**src/rtl/clk_switch_pkg.sv**
```systemverilog
// Shared types and helpers for the glitch-free divided-clock switch.
package clk_switch_pkg;

    typedef enum logic [1:0] {
        RUN_A = 2'd0,
        IDLE  = 2'd1,
        RUN_B = 2'd2
    } sw_state_t;

    function automatic int unsigned half(input int unsigned div);
        return div / 2;
    endfunction

endpackage

```
**src/rtl/clk_switch_sync_clk_div.sv**
```systemverilog
// Free-running 0..DIV-1 counter with a 50% phase, fall/wrap strobes and a load port.
module clk_div_cnt
    import clk_switch_pkg::*;
#(
    parameter int unsigned DIV = 2,
    parameter int unsigned W   = (DIV > 2) ? $clog2(DIV) : 1
) (
    input  logic         clk,
    input  logic         rst,
    input  logic         force_en,
    input  logic [W-1:0] force_val,
    output logic [W-1:0] cnt,
    output logic         ph,
    output logic         fall,
    output logic         wrap
);

    localparam logic [W-1:0] LAST_V = W'(DIV - 1);
    localparam logic [W-1:0] HALF_V = W'(half(DIV));

    logic [W-1:0] cnt_q;
    logic [W-1:0] cnt_d;

    always_comb begin
        cnt_d = (cnt_q == LAST_V) ? '0 : cnt_q + W'(1);
        if (force_en) begin
            cnt_d = force_val;
        end
    end

    always_ff @(posedge clk or posedge rst) begin
        if (rst) begin
            cnt_q <= '0;
        end else begin
            cnt_q <= cnt_d;
        end
    end

    assign cnt  = cnt_q;
    assign ph   = (cnt_q < HALF_V);
    assign fall = (cnt_q == HALF_V);
    assign wrap = (cnt_q == '0);

endmodule

```
**src/rtl/clk_switch_sync.sv**
```systemverilog
// Break-before-make switch between two divided clocks of one master clock.
// Define CLK_SWITCH_SEL_SYNC_EN to pass sel through a 2-flop synchronizer.
module clk_switch_sync
    import clk_switch_pkg::*;
#(
    parameter int unsigned DIV_A = 20,
    parameter int unsigned DIV_B = 6
) (
    input  logic clk,
    input  logic rst,
    input  logic sel,
    output logic clk_out,
    output logic sel_ack,
    output logic busy
);

    localparam int unsigned WA = (DIV_A > 2) ? $clog2(DIV_A) : 1;
    localparam int unsigned WB = (DIV_B > 2) ? $clog2(DIV_B) : 1;
    // The exit edge itself plays the role of the target's first low cycle,
    // so the target resumes one count past the start of its low phase.
    localparam logic [WA-1:0] FORCE_A = WA'((half(DIV_A) + 1) % DIV_A);
    localparam logic [WB-1:0] FORCE_B = WB'((half(DIV_B) + 1) % DIV_B);

    logic sel_s_q, sel_s_d;
`ifdef CLK_SWITCH_SEL_SYNC_EN
    logic sel_meta_q, sel_meta_d;
    always_comb begin
        sel_meta_d = sel;
        sel_s_d    = sel_meta_q;
    end
    always_ff @(posedge clk or posedge rst) begin
        if (rst) begin
            sel_meta_q <= 1'b0;
            sel_s_q    <= 1'b0;
        end else begin
            sel_meta_q <= sel_meta_d;
            sel_s_q    <= sel_s_d;
        end
    end
`else
    always_comb sel_s_d = sel;
    always_ff @(posedge clk or posedge rst) begin
        if (rst) begin
            sel_s_q <= 1'b0;
        end else begin
            sel_s_q <= sel_s_d;
        end
    end
`endif

    logic [WA-1:0] cnt_a;
    logic [WB-1:0] cnt_b;
    logic          ph_a, fall_a, wrap_a, force_a;
    logic          ph_b, fall_b, wrap_b, force_b;

    clk_div_cnt #(.DIV(DIV_A), .W(WA)) u_div_a (
        .clk(clk), .rst(rst), .force_en(force_a), .force_val(FORCE_A),
        .cnt(cnt_a), .ph(ph_a), .fall(fall_a), .wrap(wrap_a)
    );

    clk_div_cnt #(.DIV(DIV_B), .W(WB)) u_div_b (
        .clk(clk), .rst(rst), .force_en(force_b), .force_val(FORCE_B),
        .cnt(cnt_b), .ph(ph_b), .fall(fall_b), .wrap(wrap_b)
    );

    // Raw counts are only of interest when probing the block.
    logic unused_cnt;
    assign unused_cnt = ^{cnt_a, cnt_b};

    sw_state_t state_q, state_d;
    logic      clk_out_q, clk_out_d;
    logic      sel_ack_q, sel_ack_d;
    logic      busy_q, busy_d;
    logic      req;

    always_comb begin
        state_d   = state_q;
        clk_out_d = 1'b0;
        sel_ack_d = sel_ack_q;
        busy_d    = busy_q;
        force_a   = 1'b0;
        force_b   = 1'b0;
        req       = (sel_s_q != sel_ack_q);
        case (state_q)
            RUN_A: begin
                clk_out_d = ph_a;
                busy_d    = 1'b0;
                if (req && fall_a) begin
                    state_d   = IDLE;
                    busy_d    = 1'b1;
                    force_b   = 1'b1;
                    clk_out_d = 1'b0;
                end
            end
            RUN_B: begin
                clk_out_d = ph_b;
                busy_d    = 1'b0;
                if (req && fall_b) begin
                    state_d   = IDLE;
                    busy_d    = 1'b1;
                    force_a   = 1'b1;
                    clk_out_d = 1'b0;
                end
            end
            IDLE: begin
                // Target is the source not currently acknowledged.
                if (sel_ack_q ? wrap_a : wrap_b) begin
                    sel_ack_d = ~sel_ack_q;
                    state_d   = sel_ack_q ? RUN_A : RUN_B;
                    busy_d    = 1'b0;
                    clk_out_d = 1'b1;
                end
            end
            default: begin
                state_d = RUN_A;
            end
        endcase
    end

    always_ff @(posedge clk or posedge rst) begin
        if (rst) begin
            state_q   <= RUN_A;
            clk_out_q <= 1'b0;
            sel_ack_q <= 1'b0;
            busy_q    <= 1'b0;
        end else begin
            state_q   <= state_d;
            clk_out_q <= clk_out_d;
            sel_ack_q <= sel_ack_d;
            busy_q    <= busy_d;
        end
    end

    assign clk_out = clk_out_q;
    assign sel_ack = sel_ack_q;
    assign busy    = busy_q;

endmodule

```
**config.mk**
```make
export PLATFORM = sky130hd
export DESIGN_NAME = clk_switch_sync
export DESIGN_NICKNAME = d
export VERILOG_FILES = /design/src/rtl/clk_switch_pkg.sv /design/src/rtl/clk_switch_sync_clk_div.sv /design/src/rtl/clk_switch_sync.sv
export SDC_FILE = /design/constraint.sdc
export NUM_CORES = 1
export LEC_CHECK = 0
export ABC_AREA = 0
export ABC_CLOCK_PERIOD_IN_PS = 3270
export BUFFER_PORTS_ARGS = -buffer_cell sky130_fd_sc_hd__buf_2
export CELL_PAD_IN_SITES_DETAIL_PLACEMENT = 0
export CELL_PAD_IN_SITES_GLOBAL_PLACEMENT = 2
export CORE_MARGIN = 3
export CORE_UTILIZATION = 36
export DETAILED_ROUTE_END_ITERATION = 7
export MAX_ROUTING_LAYER = met4
export PLACE_DENSITY = 0.77
export SYNTH_ARGS = -nofsm -noshare
export SYNTH_HDL_FRONTEND = slang
export SYNTH_HIERARCHICAL = 1
export SYNTH_SLANG_ARGS = --single-unit
```
**constraint.sdc**
```tcl
create_clock -name clk -period 3.27 [get_ports clk]
set_input_delay 0.8175 -clock clk [delete_from_list [all_inputs] [get_ports clk]]
set_output_delay 0.8175 -clock clk [all_outputs]
set_load 0.02 [all_outputs]
```
==> impl_metrics.env, run 1 <==
export IMPL_grt_pass1_vias=688
export IMPL_cts_tree="built"
export IMPL_drt_iter0_drc=8
export IMPL_grt_overflow=0
export IMPL_ant_nets=0
export IMPL_setup_slack_ns=1.38
export IMPL_start_util_pct=39.5
export IMPL_fin_nets=119
export IMPL_finClkSkew_ns=0.00126
export IMPL_syn_avg_cell_area_um2=9.77
export IMPL_met1_usage_pct=17.4
export IMPL_slew_violations=0
export IMPL_ys_seq_elements=14
export IMPL_antenna_found_initial=0
export IMPL_gp_congestion=0.814
export IMPL_grt_usage_pct=12.7
export IMPL_clock_latency_ns=0.28
export IMPL_dpl_hpwl_mm=1.31
export IMPL_ir_drop_mv=0.348
export IMPL_num_antenna_cells=0
export IMPL_die_area_um2=3160
export IMPL_yosysTopAreaCell="dfrtp_1"
export IMPL_ys_flop_type="dfrtp_1"
export IMPL_synth_distinct_cells=40
export IMPL_synthTopCellsByCount="dfrtp_1 (14), ha_1 (9), inv_1 (9), nor2_1 (7), nand2_1 (6)"
export IMPL_gr_usage_met2_pct=18.5
export IMPL_p_leak_nw=0.497
export IMPL_clock_sinks=14
export IMPL_h_tree_depth=1
export IMPL_drive_gt1_share_pct=15.1
export IMPL_rsz0062_at_grt="no"
export IMPL_syn_to_final_growth_pct=11.7
export IMPL_cts_hold_fix_buffers=0
export IMPL_synthCells=93
export IMPL_dr_pass1_iters=3
export IMPL_cts_path_max_buffers=2
export IMPL_crit_required_ns=3.44
export IMPL_grt_busiest_layer="met2"
export IMPL_synth_top_cells_by_area="dfrtp_1 (39%), ha_1 (12%), inv_1 (3.7%), nor2_1 (2.9%), a22o_1 (2.9%)"
export IMPL_worst_setup_path_type="reg -> reg"
export IMPL_status="finished, final reports clean"
export IMPL_numPortBuffers=5
export IMPL_endpoint_kind="flop"
export IMPL_vias=643
export IMPL_die_x_um=56.2
export IMPL_fp_row_count=17
export IMPL_cts_root_buf="clkbuf_4"
export IMPL_cts_buffers=3
export IMPL_vias_per_cell=4.80
export IMPL_pin_count=6
export IMPL_grt_max_degree=10
export IMPL_fmax_mhz=530
export IMPL_fin_cells=134
export IMPL_die_y_um=56.2
export IMPL_yosysSeqAreaShare_pct=38.6
export IMPL_hp_class="in -> async"
export IMPL_post_place_cells=130
export IMPL_cap_viol_max_count=0
export IMPL_synth_most_common_cell="dfrtp_1"
export IMPL_whs_ns=0.406
export IMPL_layout_worst_path_cycle_share_pct=57.7
export IMPL_setup_tns_ns=0
export IMPL_layout_min_cycle_time_ns=1.89
export IMPL_dpl_worst_slack_ns=1.39
export IMPL_crit_arrival_ns=2.06
export IMPL_async_flop_share_pct=100
export IMPL_wl_per_cell_um=12.5
export IMPL_yosys_warnings=6
export IMPL_hold_violations=0
export IMPL_drt_wl_total_mm=1.67
export IMPL_grt_use_met3_pct=3.02
export IMPL_synthesis_area_um2=908
export IMPL_setup_viol=0
export IMPL_drc=0
export IMPL_core_area_um2=2300
export IMPL_cellPowerDensity_nw_per_um2=882
export IMPL_grt_pass1_wl_mm=3.10
export IMPL_synth_edf_count=0
export IMPL_cts_reportedPaths_clkPinSlew_ns=0.10
export IMPL_crit_fanout=3
export IMPL_startpoint_type="flop"
export IMPL_cts_setup_buffers=0
export IMPL_yosysTopAreaCellShare_pct=38.6
export IMPL_cts_resized=0
-- cell type report --
cell class	count	area, µm²
clock buffer	4	36.3
timing repair buffer	5	25.0
tap	28	35.0
sequential	14	350
inverter	9	33.8
multi-input combinational	74	534
fill	233	1280
-- flip-flops by register name, indices dropped and copies added (netlist names) --
name / flops
state_q: 2
sel_ack: 1
clk_out: 1
sel_s_q: 1
u_div_a/cnt: 5
u_div_b/cnt: 3
busy: 1
-- worst max-delay path, stage by stage, from the launching register on --
cell and delay (ns):
dfrtp_1 0.41, inv_1 0.10, ha_1 0.15, nor4b_1 0.33
mux2i_1 0.15, and2_1 0.21, nor2_1 0.10, mux2_2 0.33
-- path summary, 6_finish.rpt --
| kind | start | end | slack [ns] | cells past startpoint |
|---|---|---|---|---|
| setup / recovery | u_div_a/cnt[0] | busy | 1.38 | 7 |
| hold / removal | rst | u_div_b/cnt[1] | 0.41 | 2 |
| setup reg to reg | u_div_a/cnt[0] | busy | 1.38 | 7 |
| hold reg to reg | busy | busy | 0.51 | 1 |
| max in group asynchronous | rst | state_q[1] | 2.62 | 2 |
| min in group clk | busy | busy | 0.51 | 1 |
-- routing by layer --
metal / share of wire [%] / wire, µm / vias to the layer above
li1: - / - / 334
met1: 52 / 878 / 299
met2: 43 / 723 / 8
met3: 3.2 / 54 / 2
met4: 1.0 / 17 / 0
met5: 0 / 0 / -
-- power breakdown --
part	internal (W)	switching, W
Sequential	0.000247	0.000102
Clock	0.0000677	0.0000627
Combinational	0.000210	0.000205
-- cell families after synthesis --
logic type	count (synthesis)	synth area share, %
AOI/OAI and AO/OA	18	15.8
xor gates and xnor gates	3	3.72
adders and majority gates	9	12.4
buffers and inverters	11	5.10
DFF	14	38.6
muxes	3	3.44
other	2	0.827
and+or+nand+nor	33	20.1
-- placed cells by master (no fill, tap or decap), types with 2 or more instances in the layout --
cell / n
inv_1: 9
nor2b_1: 3
a21oi_1: 2
buf_2: 5
a22o_1: 3
dfrtp_1: 14
conb_1: 8
and3_1: 2
o21ai_0: 3
nand2_1: 6
ha_1: 9
nand2b_1: 2
nor3_1: 2
mux2i_1: 2
nor2_1: 7
and2_1: 2
clkbuf_4: 3
-- stage by stage --
step	power (W)	instance area [µm²]	utilization, %
2_1_floorplan	0.000683	931	-
3_3_place_gp	0.000766	978	42.6
3_5_place_dp	0.000770	978	42.6
4_1_cts	0.000904	1010	44.2
5_1_grt	0.000990	1010	44.2
6_report	0.000895	1010	44.2
Power figures use the tool's default switching activity.
==> inputs of run 2 (changes only) <==
--- a/config.mk
+++ b/config.mk
@@ -5,16 +5,16 @@
 export SDC_FILE = /design/constraint.sdc
 export NUM_CORES = 1
 export LEC_CHECK = 0
-export ABC_AREA = 0
-export ABC_CLOCK_PERIOD_IN_PS = 3270
+export ABC_AREA = 1
+export ABC_CLOCK_PERIOD_IN_PS = 1600
 export BUFFER_PORTS_ARGS = -buffer_cell sky130_fd_sc_hd__buf_2
 export CELL_PAD_IN_SITES_DETAIL_PLACEMENT = 0
 export CELL_PAD_IN_SITES_GLOBAL_PLACEMENT = 2
 export CORE_MARGIN = 3
-export CORE_UTILIZATION = 36
+export CORE_UTILIZATION = 30
 export DETAILED_ROUTE_END_ITERATION = 7
 export MAX_ROUTING_LAYER = met4
-export PLACE_DENSITY = 0.77
+export PLACE_DENSITY = 0.75
 export SYNTH_ARGS = -nofsm -noshare
 export SYNTH_HDL_FRONTEND = slang
 export SYNTH_HIERARCHICAL = 1
==> constraint.sdc (replaced) <==
create_clock -name clk -period 1.6 [get_ports clk]
set_input_delay 0.4 -clock clk [delete_from_list [all_inputs] [get_ports clk]]
set_output_delay 0.4 -clock clk [all_outputs]
set_load 0.02 [all_outputs]
==> impl_metrics.env, run 2 <==
export IMPL_status="finished, final reports clean"
export IMPL_pin_count=6
export IMPL_p_leak_nw=0.638
export IMPL_internal_power_w=0.00110
export IMPL_cts_root_buf="clkbuf_4"
export IMPL_async_flop_share_pct=100
export IMPL_clock_sinks=14
export IMPL_die_x_um=62.2
export IMPL_power_frac_comb_pct=52.1
export IMPL_cts_reportedPaths_clkPinSlew_ns=0.09
export IMPL_grt_max_degree=9
export IMPL_hp_start="sel"
export IMPL_numPortBuffers=5
export IMPL_synthesis_area_um2=947
export IMPL_yosys_warnings=6
export IMPL_grt_overflow=0
export IMPL_crit_family="simple AND/OR/NAND/NOR gates"
export IMPL_crit_chain="inv_2, ha_1, nand2_1, nor3_2, nand3_2, buf_4, nand2_2, nand3_2, nand2_1, nand2_1"
export IMPL_ys_seq_elements=14
export IMPL_cap_viol_max_count=0
export IMPL_die_area_um2=3870
export IMPL_crit_arrival_ns=1.66
export IMPL_antenna_found_initial=0
export IMPL_wl_per_cell_um=9.53
export IMPL_ir_drop_mv=0.615
export IMPL_h_tree_depth=1
export IMPL_layout_worst_path_cycle_share_pct=92.1
export IMPL_final_cell_mix="nand2_1 (43), inv_1 (18), dfrtp_1 (13), nor2_1 (9), ha_1 (9)"
export IMPL_final_common_cell="nand2_1"
export IMPL_fmax_mhz=679
export IMPL_cpMostUsedCell="nand2_1"
export IMPL_p_clk_share_pct=12.7
export IMPL_syn_avg_cell_area_um2=7.29
export IMPL_ant_nets=0
export IMPL_synth_top_cells_by_area="dfrtp_1 (37%), nand2_1 (17%), ha_1 (12%), inv_1 (7.5%), nand3_2 (4.2%)"
export IMPL_synthCells=130
export IMPL_p_switching_w=0.000946
export IMPL_grt_pass1_wl_mm=3.33
export IMPL_drt_wl_total_mm=1.85
export IMPL_cts_path_max_buffers=2
export IMPL_finClkSkew_ns=0.00280
export IMPL_num_antenna_cells=0
export IMPL_worst_setup_path_type="reg -> reg"
export IMPL_drc=0
export IMPL_post_place_cells=185
export IMPL_fin_cells=194
export IMPL_yosysTopAreaCell="dfrtp_1"
export IMPL_largest_reg_flops=5
export IMPL_cts_buffers=3
export IMPL_syn_to_final_growth_pct=21.1
export IMPL_die_y_um=62.2
export IMPL_cellPowerDensity_nw_per_um2=1790
export IMPL_yosysTopAreaCellShare_pct=37.0
export IMPL_fp_row_count=19
export IMPL_drt_iter0_drc=47
export IMPL_ys_flop_type="dfrtp_1"
export IMPL_crit_start="u_div_a/cnt[0]"
export IMPL_fin_area_um2=1150
export IMPL_layout_min_cycle_time_ns=1.47
export IMPL_endpoint_kind="flop"
export IMPL_dpl_hpwl_mm=1.46
export IMPL_path_buf_inv=2
export IMPL_synth_distinct_cells=19
export IMPL_dr_pass1_iters=4
export IMPL_rsz0062_at_grt="yes"
export IMPL_p_sw_share_pct=46.1
export IMPL_r2r_start="u_div_a/cnt[0]"
export IMPL_hold_violations=0
export IMPL_synthTopCellsByCount="nand2_1 (43), inv_1 (19), dfrtp_1 (14), nor2_1 (10), ha_1 (9)"
export IMPL_synth_edf_count=0
export IMPL_cpPeakStageDelay_ns=0.40
export IMPL_vias=805
export IMPL_synth_most_common_cell="nand2_1"
export IMPL_vias_per_cell=4.15
export IMPL_slew_violations=0
export IMPL_clock_latency_ns=0.28
export IMPL_final_util_pct=39.9
export IMPL_setup_viol=0
export IMPL_start_util_pct=32.9
export IMPL_yosysSeqAreaShare_pct=37.0
export IMPL_cts_tree="built"
export IMPL_dpl_cell_area_um2=1060
export IMPL_crit_path_top_delay_cell="dfrtp_1"
export IMPL_crit_fanout=3
export IMPL_grt_usage_pct=10.9
export IMPL_power_frac_seq_pct=35.1
export IMPL_fin_nets=165
export IMPL_hp_class="in -> reg"
export IMPL_gp_congestion=0.765
export IMPL_grt_pass1_vias=730
export IMPL_drive_gt1_share_pct=21.1
export IMPL_crit_required_ns=1.78
export IMPL_startpoint_type="flop"
export IMPL_core_area_um2=2880
## run 2: cell types whose count changed after synthesis, sizes merged, moves of 3 or more
cell   before  now
inv         9   21
nor2        8   11
nand3       1   10
a22o        3    0
nand2       6   47
nand4       1    4
nor2b       3    0
## run 2: final cells by class
cell class | instances | area, µm²
Fill cell | 306 | 1730
Multi-Input combinational cell | 100 | 541
Sequential cell | 14 | 352
Timing Repair Buffer | 13 | 87.6
Inverter | 21 | 78.8
Tap cell | 42 | 52.6
Clock buffer | 4 | 36.3
## run 2: kinds of logic (layout without fill, tap and decap cells)
| kind of cell | count (synthesis) | in the layout | share of synthesized area (%) |
|---|---|---|---|
| AOI/OAI and AO/OA | 6 | 6 | 3.57 |
| xor gates and xnor gates | 1 | 1 | 0.925 |
| adders and majority gates | 9 | 9 | 11.9 |
| buffers and inverters | 22 | 38 | 9.12 |
| DFF | 14 | 14 | 37.0 |
| other | 2 | 8 | 0.793 |
| and+or+nand+nor | 76 | 76 | 36.7 |
## run 2: layer usage
layer	vias to the layer above	global-route usage [%]	part of all wire, %
met5	-	-	0
met2	9	16.1	44
met3	2	3.78	2.5
li1	437	-	-
met4	0	2.49	0.76
met1	357	14.5	52
## run 2: path summary, 6_finish.rpt
path | end | slack [ns] | cells after the start
setup / recovery | state_q[0] | 0.13 | 10
hold / removal | sel_s_q | 0.22 | 1
setup reg to reg | state_q[0] | 0.13 | 10
hold reg to reg | busy | 0.49 | 2
max in group asynchronous | sel_s_q | 0.78 | 3
min in group asynchronous | u_div_b/cnt[2] | 0.54 | 3
## run 2: through the flow
| step | power [W] | worst slack [ns] | hold slack, ns | setup TNS (ns) |
|---|---|---|---|---|
| 3_3_place_gp | 0.00173 | 0.0789 | 0.296 | 0 |
| 4_1_cts | 0.00201 | 0.00886 | 0.209 | 0 |
| 2_1_floorplan | 0.00149 | 0.113 | 0.154 | 0 |
| 3_5_place_dp | 0.00173 | 0.0294 | 0.299 | 0 |
| 5_1_grt | 0.00230 | -0.00582 | 0.205 | -0.0117 |
| 6_report | 0.00205 | 0.127 | 0.221 | 0 |
## run 2: repair_timing
action                     4_1_cts  5_1_grt
setup endpoints to repair        0        5
buffers inserted                 0        4
resized for setup                0        4
hold buffers                     1        0
hold endpoints to repair         3        0
## run 2: power by group through the flow
stage	clock network, W	logic, W	registers [W]
finish	0.000261	0.00107	0.000721
CTS	0.000277	0.00101	0.000721
floorplan	0	0.000782	0.000703
detailed placement	0	0.00100	0.000729
global placement	0	0.00100	0.000727
global route	0.000297	0.00125	0.000753
